[src/rtl/program_flow_mt.sv]
// Multi-context program-flow controller: N_CTX contexts served round-robin, each
// with its own PC, jump counter and return-address stack.
module program_flow_mt #(
    parameter  int ADDR_W    = 8,
    parameter  int N_CTX     = 2,
    parameter  int RA_DEPTH  = 4,
    parameter  int JC_W      = 3,
    parameter  int STACK_LEN = 6,
    localparam int CTX_W     = (N_CTX > 1) ? $clog2(N_CTX) : 1,
    localparam int SP_W      = $clog2(RA_DEPTH) + 1
) (
    input  logic                 clk,
    input  logic                 reset,
    input  logic                 stall,
    input  logic [2:0]           op,
    input  logic                 tgt_src,
    input  logic                 mux_offs,
    input  logic                 en_addr_hi,
    input  logic                 en_addr_lo,
    input  logic [JC_W-2:0]      n,
    input  logic [ADDR_W-1:0]    in_data,
    input  logic [STACK_LEN-1:0] in_stack,
    input  logic [ADDR_W-1:0]    cfg_state_offs,
    input  logic [ADDR_W-1:0]    cfg_trans_offs,
    input  logic [N_CTX-1:0]     ctx_flush,
    input  logic [CTX_W-1:0]     db_ctx,
    output logic [ADDR_W-1:0]    out_mem,
    output logic [CTX_W-1:0]     out_ctx,
    output logic [N_CTX-1:0]     err,
    output logic [ADDR_W-1:0]    db_pc,
    output logic [JC_W-1:0]      db_jc,
    output logic [SP_W-1:0]      db_sp,
    output logic [ADDR_W-1:0]    db_ra_top
);

    localparam int RA_W = (RA_DEPTH > 1) ? $clog2(RA_DEPTH) : 1;

    typedef enum logic [2:0] {
        OP_HOLD  = 3'd0,
        OP_NEXT  = 3'd1,
        OP_JMP   = 3'd2,
        OP_CALL  = 3'd3,
        OP_CALLN = 3'd4,
        OP_RET   = 3'd5,
        OP_RSV6  = 3'd6,
        OP_RSV7  = 3'd7
    } op_e;

    logic [CTX_W-1:0]  cur_ctx;
    logic [ADDR_W-1:0] pc [N_CTX];
    logic [JC_W-1:0]   jc [N_CTX];
    logic [SP_W-1:0]   sp [N_CTX];
    logic [ADDR_W-1:0] ra [N_CTX][RA_DEPTH];

    op_e               cur_op;
    logic [ADDR_W-1:0] cur_pc;
    logic [JC_W-1:0]   cur_jc;
    logic [SP_W-1:0]   cur_sp;
    logic [ADDR_W-1:0] operand_mask;
    logic [ADDR_W-1:0] operand;
    logic [ADDR_W-1:0] target;
    logic [ADDR_W-1:0] pc_inc;
    logic [RA_W-1:0]   push_idx;
    logic [RA_W-1:0]   pop_idx;
    logic              stack_full;
    logic              stack_empty;
    logic              auto_ret;

    logic [ADDR_W-1:0] nxt_pc;
    logic [JC_W-1:0]   nxt_jc;
    logic [SP_W-1:0]   nxt_sp;
    logic              set_err;
    logic              ra_we;
    logic              do_push;
    logic              do_pop;

    assign cur_op       = op_e'(op);
    assign cur_pc       = pc[cur_ctx];
    assign cur_jc       = jc[cur_ctx];
    assign cur_sp       = sp[cur_ctx];
    assign operand_mask = {{(ADDR_W-4){en_addr_hi}}, {4{en_addr_lo}}};
    assign operand      = tgt_src ? ADDR_W'(in_stack) : (in_data & operand_mask);
    assign target       = (mux_offs ? cfg_state_offs : cfg_trans_offs) + operand;
    assign pc_inc       = cur_pc + ADDR_W'(1);
    assign push_idx     = RA_W'(cur_sp);
    assign pop_idx      = RA_W'(cur_sp - SP_W'(1));
    assign stack_full   = (cur_sp == SP_W'(RA_DEPTH));
    assign stack_empty  = (cur_sp == '0);
    // A counted call expires on the slot where JC steps from 1 to 0.
    assign auto_ret     = (cur_op != OP_CALLN) && (cur_jc == JC_W'(1));

    always_comb begin
        // NOTE: every signal driven here gets a default first, so no path can infer a latch.
        nxt_pc  = cur_pc;
        nxt_jc  = cur_jc;
        nxt_sp  = cur_sp;
        set_err = 1'b0;
        ra_we   = 1'b0;
        do_push = 1'b0;
        do_pop  = 1'b0;

        if (cur_op == OP_CALLN) begin
            nxt_jc = JC_W'(n) + JC_W'(2);
        end else if (cur_jc != '0) begin
            nxt_jc = cur_jc - JC_W'(1);
        end

        if (auto_ret) begin
            do_pop = 1'b1;
        end else begin
            case (cur_op)
                OP_NEXT:           nxt_pc = pc_inc;
                OP_JMP:            nxt_pc = target;
                OP_CALL, OP_CALLN: begin
                    nxt_pc  = target;
                    do_push = 1'b1;
                end
                OP_RET:            do_pop = 1'b1;
                default:           ;
            endcase
        end

        if (do_push) begin
            if (stack_full) begin
                set_err = 1'b1;
            end else begin
                ra_we  = 1'b1;
                nxt_sp = cur_sp + SP_W'(1);
            end
        end

        // Underflow leaves PC where it was; only the sticky flag records it.
        if (do_pop) begin
            if (stack_empty) begin
                set_err = 1'b1;
            end else begin
                nxt_pc = ra[cur_ctx][pop_idx];
                nxt_sp = cur_sp - SP_W'(1);
            end
        end
    end

    always_ff @(posedge clk or posedge reset) begin
        if (reset) begin
            cur_ctx <= '0;
            err     <= '0;
            // NOTE: the RA storage is reset along with the pointers so db_ra_top and pops never expose stale data after reset.
            for (int i = 0; i < N_CTX; i++) begin
                pc[i] <= '0;
                jc[i] <= '0;
                sp[i] <= '0;
                for (int j = 0; j < RA_DEPTH; j++) begin
                    ra[i][j] <= '0;
                end
            end
        end else begin
            // NOTE: all state uses non-blocking assignments; the flush loop below is the later assignment, so it wins on the same context.
            if (!stall) begin
                cur_ctx     <= cur_ctx + CTX_W'(1);
                pc[cur_ctx] <= nxt_pc;
                jc[cur_ctx] <= nxt_jc;
                sp[cur_ctx] <= nxt_sp;
                if (set_err) begin
                    err[cur_ctx] <= 1'b1;
                end
                if (ra_we) begin
                    ra[cur_ctx][push_idx] <= pc_inc;
                end
            end
            for (int i = 0; i < N_CTX; i++) begin
                if (ctx_flush[i]) begin
                    pc[i]  <= '0;
                    jc[i]  <= '0;
                    sp[i]  <= '0;
                    err[i] <= 1'b0;
                end
            end
        end
    end

    logic [SP_W-1:0] db_sp_q;

    assign db_sp_q   = sp[db_ctx];
    assign out_mem   = cur_pc;
    assign out_ctx   = cur_ctx;
    assign db_pc     = pc[db_ctx];
    assign db_jc     = jc[db_ctx];
    assign db_sp     = db_sp_q;
    assign db_ra_top = (db_sp_q == '0) ? '0 : ra[db_ctx][RA_W'(db_sp_q - SP_W'(1))];

endmodule
[config.mk]
export PLATFORM = sky130hd
export DESIGN_NAME = program_flow_mt
export DESIGN_NICKNAME = d
export VERILOG_FILES = /design/src/rtl/program_flow_mt.sv
export SDC_FILE = /design/constraint.sdc
export NUM_CORES = 1
export LEC_CHECK = 0
export CORE_MARGIN = 3
export CORE_UTILIZATION = 30
export CTS_CLUSTER_SIZE = 12
export DETAILED_ROUTE_END_ITERATION = 12
export PLACE_DENSITY = 0.48
export SKIP_LAST_GASP = 1
export SYNTH_ARGS = -nofsm -noshare
export SYNTH_HDL_FRONTEND = slang
export SYNTH_SLANG_ARGS = --single-unit
[constraint.sdc]
create_clock -name clk -period 3.3 [get_ports clk]
set_input_delay 0.33 -clock clk [delete_from_list [all_inputs] [get_ports clk]]
set_output_delay 0.33 -clock clk [all_outputs]
set_load 0.005 [all_outputs]
==> impl_results.md <==
- Status: complete, no violations
- Largest net degree at the start of global routing: 96
- Fraction of final layout cells with drive strength greater than 1: 28.5%
- Worst slew margin relative to its limit: 44.6%
- DRC violation count after routing: 0
- Most frequent cell after synthesis: dfrtp_1
- Power Total: ~4.9 mW
- Antenna-violating nets left: 0
- Placed cell count: between 900 and 1000
- Weighted congestion reported at the end of routability-driven placement: 0.839
- Period utilisation layout: 96.2%
- Final-stage net count: between 700 and 800
- Reg-to-Reg Start: out_ctx
- Post-synth ARST share: 100%
- Root Driver: clkbuf_16
- CTS tree: yes
- Reg area: roughly 2400 sq um
- Slowest cell on crit path: clkdlybuf4s50_1
- Number of flops mapped to enable cells by yosys: 0
- Total number of cells along the worst setup path: 6
- Critical path launch point type: input port
- Initial antenna violation count: 0
- Via total after detailed routing: 5215
- Detailed placement HPWL: 15.2 mm
- Capture instance of the worst register-to-register path: pc[12]
- Mapped cell area: 6590 sq um
- Number of H-tree branching levels: 3
- CP endpoint kind: output pin
- Global-route total usage across every layer: about 18%
- Slack of the worst reg-to-reg path: 0.23 ns
- Area of the die: 23800 sq um
- Number of setup buffers added after CTS: 0
- Layout Cells excl Fill: 970
- Starting Density: 31.0%
- Clock Pin Slew Worst Setup and Hold Paths: 0.07 ns
- Max Buffers Root-to-Sink: 2
- Signed area change from the synthesized netlist to the final layout: 24.2%
- Chain of cells forming the critical path: clkdlybuf4s50_1 -> mux2i_1 -> ha_2 -> mux4_2 -> nor2_1 -> clkdlybuf4s50_1
- DRT Wirelength: a little over 20 mm
- Peak fanout along the critical path: 7
- Total iterations of the first detailed-routing run: 4
- Skew-Pair Late Insertion Delay: 0.35 ns
- Synthesized instance count: 594
- Fin worst setup slack: 0.124 ns
- Worst Tran Pin Value: 0.828 ns
- Number of storage elements in the synthesis netlist: 95
- Port bufs: 77
- Avg Synthesized Cell Area: 11.1 sq um
- Fin util: 38.5%
- Number of buffers created by CTS: 9
- Count of final setup violators: 0
- Reported max-cap violation count: 0
- Post-Syn Nets: about 660
- DRC violation total after the first TritonRoute iteration: 335
- Worst Reg2Reg Path Length in Cells: 10
- DP Worst Slack: -0.0105 ns
- Critical Path Most Common Cell: clkdlybuf4s50_1
- Number of warning messages in the yosys log: 0
- Count of unique library cells instantiated by Yosys: 75
- Inserted Diodes: 0
- Area of the core: 21300 sq um
- Power density normalized to cell area: 599 nW/um^2
- Drt wl/cell: 21.3 um
- Critical path buffer and inverter count: 2
- Required time of the worst setup path: between 2 and 3 ns
- Hold slack final: 0.430 ns
- Total area of multi-input combinational cells: 3980 sq um
- Via count of the first global-routing pass: 5506
- Max Clock Freq: 315 MHz
- Category of cells accounting for the largest share of critical-path delay: buffers and inverters
- Top-area cell type share of the netlist area: between 30% and 40%
- Total of fill cells in the finished design: 2069
- CTS Sinks: 95
- First-pass GRT wire length: about 32 mm
- Most common flop cell mapped by yosys: dfrtp_1
- Classification of the worst setup path: input port to output pin
- Arr. time, crit path: 2.85 ns
- Minimum clock period after layout: ~3.2 ns
- Post-Route Skew: 0.00623 ns
- Hold crit path type: input port to asynchronous set/reset pin
- GR Overflow Total: 0
- Fin area: 8190 sq um
- Unrepaired setup endpoints after global routing: false
- Cells taking the most area after synthesis: dfrtp_1, mux2_2, mux4_2, mux2i_1, ha_1
- Number of placed I/O pins: 78
- Synth top cells by count: dfrtp_1, mux2_2, nor2_1
- Number of pins exceeding their max-slew limit in the final report: 0
- Static leakage: approximately 3.6 nW
- Sequential fraction of the synthesis area: 36.1%
- Die boundary height: 154 um
- Total placed instance area: approximately 7900 sq um
- Endpoints failing hold: 0
- Die Width: 154 um
- Maximum single-stage delay on the critical path: 0.64 ns
- Biggest area consumer among synthesized cells: dfrtp_1
- Std cell rows: 53
- Via-to-Cell Ratio: 5.38
- Total Neg Setup Slack: 0 ns
- IR drop worst, VDD: between 0.2 and 0.3 mV
-- logic make-up after synthesis --
logic type,after synthesis,synth area share (%)
mux,149,28.9
buf+inv,54,3.62
simple gates,129,10.4
xor+xnor,16,2.47
fa+ha+maj,19,3.72
compound gates,132,14.9
flops,95,36.1
-- where the power goes --
group,internal [mW],switching [mW]
Clock,0.618,0.488
Sequential,1.39,0.211
Combinational,1.02,1.18
Total,3.02,1.88
-- routing by layer --
metal | GRT usage [%] | vias to the layer above | share of wire [%]
li1 | - | 2424 | -
met5 | 0 | - | 0
met4 | 3.53 | 0 | 1.4
met1 | 24.4 | 2659 | 46
met2 | 28.9 | 114 | 48
met3 | 2.99 | 18 | 4.1
-- registers in the layout (all words and copies together), names as in the netlist --
name and cells:
ra 64, pc 16, jc 6, sp 6
err 2, out_ctx 1
-- cells in the final DEF (no fill, tap or decap), types with 4 or more instances in the layout --
| cell | instances |
|---|---|
| nand2_2 | 4 |
| a21o_1 | 5 |
| mux2_1 | 4 |
| and3_1 | 4 |
| nand2_4 | 4 |
| xnor2_1 | 11 |
| o21a_1 | 5 |
| nand2_1 | 32 |
| dfrtp_1 | 95 |
| nand3b_1 | 5 |
| o21ai_0 | 15 |
| nor2b_1 | 11 |
| nor2_1 | 45 |
| o22ai_1 | 4 |
| a211o_1 | 4 |
| mux2i_1 | 34 |
| buf_4 | 41 |
| a311oi_1 | 4 |
| nor3_1 | 5 |
| mux2_2 | 84 |
| a211oi_1 | 21 |
| clkdlybuf4s50_1 | 77 |
| mux4_2 | 21 |
| inv_1 | 19 |
| a22o_1 | 9 |
| a21oi_1 | 28 |
| clkbuf_16 | 9 |
| ha_1 | 17 |
-- worst max-delay path by stage --
stage | start | endpoint
after global placement | db_ctx | db_ra_top[6]
after floorplan | mux_offs | pc[4]
after detailed placement | db_ctx | db_ra_top[6]
after CTS | db_ctx | db_ra_top[6]
after global routing | db_ctx | db_ra_top[6]
final | db_ctx | db_ra_top[6]
-- cell type report --
type	count	share of cell area (%)
Multi-Input combinational cell	445	48.7
Clock buffer	11	2.97
Sequential cell	95	29.0
Clock inverter	5	0.779
Tap cell	275	4.20
Timing Repair Buffer	119	13.4
Inverter	20	0.932
-- worst min-delay path, cell delays in order --
cell and delay (ns):
clkdlybuf4s50_1 0.42, clkinv_2 0.06, buf_12 0.42
-- repair_timing --
action | 4_1_cts | 5_1_grt
hold buffers | 0 | 0
pin swaps | 0 | 1
endpoints found under the setup margin | 1 | 6
resized for setup | 1 | 1
Power figures use the tool's default switching activity.
